[config.mk]
export PLATFORM = sky130hd
export DESIGN_NAME = board_io_frontend
export DESIGN_NICKNAME = d
export VERILOG_FILES = /design/src/rtl/board_io_pkg.sv /design/src/rtl/io_debounce.sv /design/src/rtl/board_io_frontend.sv
export SDC_FILE = /design/constraint.sdc
export NUM_CORES = 1
export LEC_CHECK = 0
export ABC_AREA = 1
export CORE_UTILIZATION = 55
export CTS_CLUSTER_SIZE = 10
export DETAILED_ROUTE_END_ITERATION = 10
export GPL_TIMING_DRIVEN = 0
export PLACE_DENSITY_LB_ADDON = 0.25
export SLEW_MARGIN = 10
export SYNTH_ARGS = -nofsm -noshare
export SYNTH_HDL_FRONTEND = slang
export SYNTH_SLANG_ARGS = --single-unit
[constraint.sdc]
create_clock -name clk_i -period 4.04 [get_ports clk_i]
set_input_delay 0.808 -clock clk_i [delete_from_list [all_inputs] [get_ports clk_i]]
set_output_delay 0.808 -clock clk_i [all_outputs]
set_load 0.005 [all_outputs]
[src/rtl/board_io_pkg.sv]
// rtl/board_io_pkg.sv - default parameters and counter width helper for the board I/O frontend
package board_io_pkg;

    localparam int SW_NUM_DEF       = 8;
    localparam int BTN_NUM_DEF      = 4;
    localparam int LED_NUM_DEF      = 8;
    localparam int DEBOUNCE_CYC_DEF = 50000;
    localparam int PWM_WIDTH_DEF    = 4;

    // ceil(log2(cyc)), never below one bit so DEBOUNCE_CYC=2 still has a counter
    function automatic int cnt_width(input int cyc);
        int w;
        w = 1;
        while ((1 << w) < cyc) begin
            w = w + 1;
        end
        return w;
    endfunction

endpackage

[src/rtl/io_debounce.sv]
// rtl/io_debounce.sv - single-channel 2-flop synchroniser followed by a stable-level debouncer
module io_debounce
    import board_io_pkg::*;
#(
    parameter int DEBOUNCE_CYC = DEBOUNCE_CYC_DEF
) (
    input  logic clk_i,
    input  logic arst_n_i,
    input  logic raw_i,
    output logic level_o
);

    localparam int            CW      = cnt_width(DEBOUNCE_CYC);
    localparam logic [CW-1:0] CNT_MAX = CW'(DEBOUNCE_CYC - 1);

    logic          sync1_q, sync1_d;
    logic          sync2_q, sync2_d;
    logic          stable_q, stable_d;
    logic [CW-1:0] cnt_q, cnt_d;

    always_comb begin
        sync1_d  = raw_i;
        sync2_d  = sync1_q;
        stable_d = stable_q;
        cnt_d    = '0;
        // acceptance clears the counter, so it never wraps past CNT_MAX
        if (sync2_q != stable_q) begin
            if (cnt_q == CNT_MAX) begin
                stable_d = sync2_q;
            end else begin
                cnt_d = cnt_q + 1'b1;
            end
        end
    end

    always_ff @(posedge clk_i or negedge arst_n_i) begin
        if (!arst_n_i) begin
            sync1_q  <= 1'b0;
            sync2_q  <= 1'b0;
            stable_q <= 1'b0;
            cnt_q    <= '0;
        end else begin
            sync1_q  <= sync1_d;
            sync2_q  <= sync2_d;
            stable_q <= stable_d;
            cnt_q    <= cnt_d;
        end
    end

    assign level_o = stable_q;

endmodule

[src/rtl/board_io_frontend.sv]
// rtl/board_io_frontend.sv - debounced switches/buttons with press events and LED drive (BOARD_IO_PWM_EN enables PWM dimming)
module board_io_frontend
    import board_io_pkg::*;
#(
    parameter int SW_NUM       = SW_NUM_DEF,
    parameter int BTN_NUM      = BTN_NUM_DEF,
    parameter int LED_NUM      = LED_NUM_DEF,
    parameter int DEBOUNCE_CYC = DEBOUNCE_CYC_DEF,
    parameter int PWM_WIDTH    = PWM_WIDTH_DEF
) (
    input  logic                 clk_i,
    input  logic                 arst_n_i,
    input  logic [SW_NUM-1:0]    sw_i,
    input  logic [BTN_NUM-1:0]   btn_i,
    output logic [SW_NUM-1:0]    sw_o,
    output logic [BTN_NUM-1:0]   btn_o,
    output logic [BTN_NUM-1:0]   btn_press_o,
    output logic [BTN_NUM-1:0]   btn_evt_o,
    input  logic [BTN_NUM-1:0]   evt_clr_i,
    input  logic [LED_NUM-1:0]   led_i,
    input  logic [PWM_WIDTH-1:0] led_bright_i,
    output logic [LED_NUM-1:0]   led_o
);

    logic [SW_NUM-1:0]  sw_lvl;
    logic [BTN_NUM-1:0] btn_lvl;

    for (genvar g = 0; g < SW_NUM; g++) begin : g_sw
        io_debounce #(.DEBOUNCE_CYC(DEBOUNCE_CYC)) u_db (
            .clk_i    (clk_i),
            .arst_n_i (arst_n_i),
            .raw_i    (sw_i[g]),
            .level_o  (sw_lvl[g])
        );
    end

    for (genvar g = 0; g < BTN_NUM; g++) begin : g_btn
        io_debounce #(.DEBOUNCE_CYC(DEBOUNCE_CYC)) u_db (
            .clk_i    (clk_i),
            .arst_n_i (arst_n_i),
            .raw_i    (btn_i[g]),
            .level_o  (btn_lvl[g])
        );
    end

    logic [BTN_NUM-1:0] btn_prev_q, btn_prev_d;
    logic [BTN_NUM-1:0] press_q, press_d;
    logic [BTN_NUM-1:0] evt_q, evt_d;

    // press follows the debounced rise by one cycle; set beats clear on collision
    always_comb begin
        btn_prev_d = btn_lvl;
        press_d    = btn_lvl & ~btn_prev_q;
        evt_d      = press_q | (evt_q & ~evt_clr_i);
    end

    always_ff @(posedge clk_i or negedge arst_n_i) begin
        if (!arst_n_i) begin
            btn_prev_q <= '0;
            press_q    <= '0;
            evt_q      <= '0;
        end else begin
            btn_prev_q <= btn_prev_d;
            press_q    <= press_d;
            evt_q      <= evt_d;
        end
    end

    logic [LED_NUM-1:0] led_q, led_d;

`ifdef BOARD_IO_PWM_EN
    localparam logic [PWM_WIDTH-1:0] BRIGHT_MAX = '1;

    logic [PWM_WIDTH-1:0] pwm_cnt_q, pwm_cnt_d;
    logic                 led_on;

    // full brightness bypasses the comparator so the LED never blinks off
    always_comb begin
        pwm_cnt_d = pwm_cnt_q + 1'b1;
        led_on    = (led_bright_i == BRIGHT_MAX) || (pwm_cnt_q < led_bright_i);
        led_d     = led_on ? led_i : '0;
    end

    always_ff @(posedge clk_i or negedge arst_n_i) begin
        if (!arst_n_i) begin
            pwm_cnt_q <= '0;
        end else begin
            pwm_cnt_q <= pwm_cnt_d;
        end
    end
`else
    logic unused_bright;

    assign unused_bright = ^led_bright_i;

    always_comb begin
        led_d = led_i;
    end
`endif

    always_ff @(posedge clk_i or negedge arst_n_i) begin
        if (!arst_n_i) begin
            led_q <= '0;
        end else begin
            led_q <= led_d;
        end
    end

    assign sw_o        = sw_lvl;
    assign btn_o       = btn_lvl;
    assign btn_press_o = press_q;
    assign btn_evt_o   = evt_q;
    assign led_o       = led_q;

endmodule
[Word-level counts from Yosys, hierarchy flattened]
Index checks and enable logic that the tools add are counted.
Operators by class
  bitwise logic cells: 5
  $add $sub $neg: 12
  reductions and logical operators: 12
  mux-type cells: 24
  eq/ne operators: 24
Operator list (number)
  $mux 16: 24
  $add 16x1->16 const B: 12
  $eq 16x16->1 const B: 12
  $reduce_and 2->1: 12
  $ne 1x1->1: 12
  $and 4x4->4: 2
  $not 4->4: 2
  $or 4x4->4: 1
Storage, ports and cells
  input bits: 30
  register bits: 248

[Logic depth before layout (Yosys ltp)]
  depth after elaboration: 3
  gate-level depth with buffers: 8
  mapped depth without buffers: 8

[Modules after synthesis]
Synthesis repeated with hierarchy kept, for this count alone.
Unflattened totals
  cell total of the unflattened synthesis: 1625
  area total of the unflattened synthesis: 13010.0 µm²
By module, submodules not included
  io_debounce at g_btn[0].u_db ...: times used 11, cells an instance 132, area each 1036.0 µm²
  io_debounce at g_sw[1].u_db: times used 1, cells an instance 129, area each 1013.5 µm²
  board_io_frontend: times used 1, cells an instance 44, area each 600.6 µm²

[Worst setup path before layout]
Ideal clock, no wire load.
  kind: flip-flop to output port
  start: reg g_btn[3].u_db.stable_q
  end: out btn_o[3]
  cell stages (with the launch flop): 2
  data arrival time: 556 ps
  buffers on the path: 1
  slack: 2676 ps
  path through: dfrtp_1 buf_4
RTL lines
  from (decl): line io_debounce.sv:18  | logic stable_q, stable_d;
  from (signal assigned): line io_debounce.sv:45  | stable_q <= stable_d;
  to (decl): line board_io_frontend.sv:16  | output logic [BTN_NUM-1:0] btn_o,
No word-level cell between the ends.

[Final worst setup path]
  start: reg g_btn[3].u_db.stable_q
  end: out btn_o[3]
No word-level cell between the ends.

==> reports/qor.json <==
{
  "cpLargestDelayFamily": {"value": "buffers and inverters"},
  "worstSetupEndpointType": {"value": "output port"},
  "cts-hold-fix-buffers": {"value": 0},
  "nets_in_the_synthesized_netlist": {"value": 1613},
  "worstHoldPathType": {"value": "input port to async pin"},
  "htree_levels": {"value": 1},
  "cp-startpoint": {"value": "g_btn[3].u_db.level_o"},
  "synth_top_family_by_area": {"value": "simple AND/OR/NAND/NOR gates"},
  "portion_of_netlist_area_occupied_by_mux_cells": {"value": 0, "unit": "%"},
  "rsz0062_at_grt": {"value": "false"},
  "drt_first_pass_iters": {"value": 8},
  "ys_seq_elements": {"value": 248},
  "finish.net_count": {"value": 1699},
  "rows": {"value": 54},
  "final.setup.worst_slack": {"value": 1630, "unit": "ps"},
  "period_minus_slack": {"value": 2410, "unit": "ps"},
  "post-cts-setup-buffer-count": {"value": 0},
  "insertedDiodeCount": {"value": 0},
  "yosys.area_share.simple": {"value": 32.2, "unit": "%"},
  "synth_fa_ha_area_share": {"value": 1.21, "unit": "%"},
  "globalRouteOverflowTotal": {"value": 0},
  "insertion_delay": {"value": 540, "unit": "ps"},
  "first_pass_grt_wire_length": {"value": 42.1, "unit": "mm"},
  "routed_wl": {"value": 23.6, "unit": "mm"},
  "total_global_route_track_usage": {"value": 21.3, "unit": "%"},
  "hold_viol_final": {"value": 0},
  "drt-vias-per-instance": {"value": 5.13},
  "synth_area_in_xor_xnor": {"value": 6.55, "unit": "%"},
  "drive_gt1_share": {"value": 5.59, "unit": "%"},
  "clk_path_buf_depth": {"value": 3},
  "cap_viol_max_count": {"value": 0},
  "mostFrequentLayoutCell": {"value": "nor2_1"},
  "fin_total_pwr": {"value": 5.00, "unit": "mW"},
  "cts_inserted_buffers": {"value": 29},
  "power.ir.vdd_worst": {"value": 0.285, "unit": "mV"},
  "drc": {"value": 5},
  "fin_skew": {"value": 15.0, "unit": "ps"},
  "critPathMaxFanout": {"value": 5},
  "synth_largest_area_cell": {"value": "dfrtp_1"},
  "post-route-util": {"value": 64.5, "unit": "%"},
  "ys_seq_area_share": {"value": 49.9, "unit": "%"},
  "synth_top_cells_by_area": {"value": "dfrtp_1, nor2_1, nand2_1"},
  "first_global_vias": {"value": 9709},
  "worstReg2RegEnd": {"value": "g_sw[1].u_db.cnt_q[8]"},
  "routed_wire_per_std_cell": {"value": 12.2, "unit": "um"},
  "detail_route.iter0.violations": {"value": 489},
  "synth_largest_type_area_fraction": {"value": 49.9, "unit": "%"},
  "arrival": {"value": 1600, "unit": "ps"},
  "fmaxAchievable": {"value": 415, "unit": "MHz"},
  "io_pins": {"value": 58},
  "yosysWarningCount": {"value": 0},
  "die_w": {"value": 152, "unit": "um"},
  "dpl_worst_slack": {"value": 2170, "unit": "ps"},
  "fin_tns_setup": {"value": 0, "unit": "ps"},
  "critPathBufInv": {"value": 2},
  "timing.critical_path.slowest_cell_delay": {"value": 480, "unit": "ps"},
  "worst_r2r_startpoint": {"value": "g_sw[1].u_db.cnt_q[0]"},
  "grt_antenna_before_repair": {"value": 0},
  "clock_pin_slew_of_the_registers_on_the_worst_case_setup_and_hold_paths": {"value": 60, "unit": "ps"},
  "min_period_over_period": {"value": 59.7, "unit": "%"},
  "count_of_antenna_violating_nets_left_after_detailed_routing": {"value": 0},
  "power.density": {"value": 353, "unit": "nW/um^2"},
  "outcome": {"value": "finished with violations"},
  "timing.reg2reg.worst_path_depth": {"value": 6},
  "start_util": {"value": 56.6, "unit": "%"},
  "clock_sinks": {"value": 248},
  "dp_hpwl": {"value": 16.8, "unit": "mm"},
  "rrSetupSlack": {"value": 2420, "unit": "ps"},
  "cts.repair.resized": {"value": 0},
  "buffer_ports.inserted": {"value": 53},
  "syn2layout_area_growth": {"value": 13.9, "unit": "%"},
  "tritoncts": {"value": "built"},
  "worstSetupPathType": {"value": "register to output port"},
  "max-slew-margin-rel": {"value": 63.6, "unit": "%"},
  "detailroute.via_count": {"value": 9963},
  "failing_checks": {"value": "design-rule violations"},
  "fp.coreArea": {"value": 22000, "unit": "um^2"},
  "final_max_slew_viol_count": {"value": 0},
  "die_height": {"value": 152, "unit": "um"},
  "synth_cell_types": {"value": 25},
  "synthesized_area_fraction_occupied_by_ao_oa_aoi_and_oai_cells": {"value": 4.03, "unit": "%"},
  "avg_inst_size_synth": {"value": 7.91, "unit": "um^2"},
  "stdcell_count": {"value": 1943},
  "max_slew.worst_pin.slew": {"value": 546, "unit": "ps"},
  "post-place-cells": {"value": 1906},
  "synth_cells": {"value": 1571},
  "start_kind": {"value": "register"},
  "p_leak": {"value": 6.65, "unit": "nW"},
  "cpMaxStageDelayCell": {"value": "clkdlybuf4s50_1"},
  "finalSetupViolCount": {"value": 0},
  "critical_path_required": {"value": 3230, "unit": "ps"},
  "critical_path.cell_chain": {"value": "buf_4 -> clkdlybuf4s50_1"},
  "synthesis.area": {"value": 12400, "unit": "um^2"},
  "clock_tree.root_cell": {"value": "clkbuf_16"},
  "final_cell_mix": {"value": "nor2_1, nand2_1, dfrtp_1, inv_1, nand3_1"},
  "pin_count_of_the_biggest_net_entering_global_routing": {"value": 114},
  "finalWeightedCongestion": {"value": 0.890},
  "die-area": {"value": 23200, "unit": "um^2"}
}
## how the worst max path moves through the flow
stage / to / slack, ps / cells after the start
after global routing: btn_o[3] / 1570 / 2
after global placement: g_btn[2].u_db.sync1_q / -8220 / 1
final: btn_o[3] / 1630 / 2
after detailed placement: btn_o[3] / 2170 / 2
after floorplan: btn_o[3] / 2680 / 1
after CTS: btn_o[3] / 1590 / 2
## power by group
part           leakage [nW]  internal, mW  switching, mW  total (mW)
logic                  2.90        0.0720          0.119       0.191
registers              3.36          2.53         0.0371        2.57
clock network         0.391          1.33          0.916        2.24
total                  6.65          3.93           1.07        5.00
## synth_stat cells (all sizes together)
cell    number
nor3b        7
o21ai       13
nor2       421
nand4       32
a31oi       12
dfrtp      248
xnor2       25
a21o         4
inv        176
o21bai      24
ha          12
xor2        62
nor3        24
nand2      328
nand3      141
buf         12
a21oi       30
## worst reg2reg max path, cell delays in order, from the launching register on
cell and delay, ps:
dfrtp_1 390, ha_1 250, nand3_1 190, nor3_2 220
nand2_1 210, nand2_2 180, nor2_1 70
## kinds of logic (layout without fill, tap and decap cells)
logic type,after synthesis,count (layout)
compound gates,83,83
xor+xnor,87,87
fa+ha+maj,12,12
buf+inv,188,280
flops,248,248
simple gates,953,953
## through the flow
step | hold WS [ps] | instance area [um^2]
final | 164 | 14200
after CTS | 150 | 14200
after detailed placement | 335 | 13400
after global placement | 332 | 13300
after floorplan | 331 | 12400
after global routing | 166 | 14200
## registers in the layout (all words and copies together) (netlist names)
| register | flops |
|---|---|
| g_btn.u_db.sync2_q | 4 |
| g_sw.u_db.sync2_q | 8 |
| led_o | 8 |
| g_btn.u_db.sync1_q | 4 |
| g_sw.u_db.sync1_q | 8 |
| g_sw.u_db.cnt_q | 128 |
| g_btn.u_db.cnt_q | 64 |
| g_sw.u_db.level_o | 8 |
| btn_press_o | 4 |
| g_btn.u_db.level_o | 4 |
| btn_evt_o | 4 |
| btn_prev_q | 4 |
## per-layer routing
metal  part of all wire (%)  global-route usage [%]  vias to the layer above
met1                     46                    28.3                     4665
met2                     48                    36.7                      179
met4                    1.6                    5.78                        0
li1                       -                       -                     5093
met3                    4.0                    2.73                       26
met5                      0                       0                        -
## final cells by class
type,count,area (um^2)
fill,1867,7790
sequential,248,6210
multi-input combinational,1135,5470
clock buffer,35,778
inverter,176,661
timing repair buffer,55,591
tap,280,350
buffer,12,90.1
clock inverter,2,13.8
No activity file was read; power rests on OpenSTA's default activity.
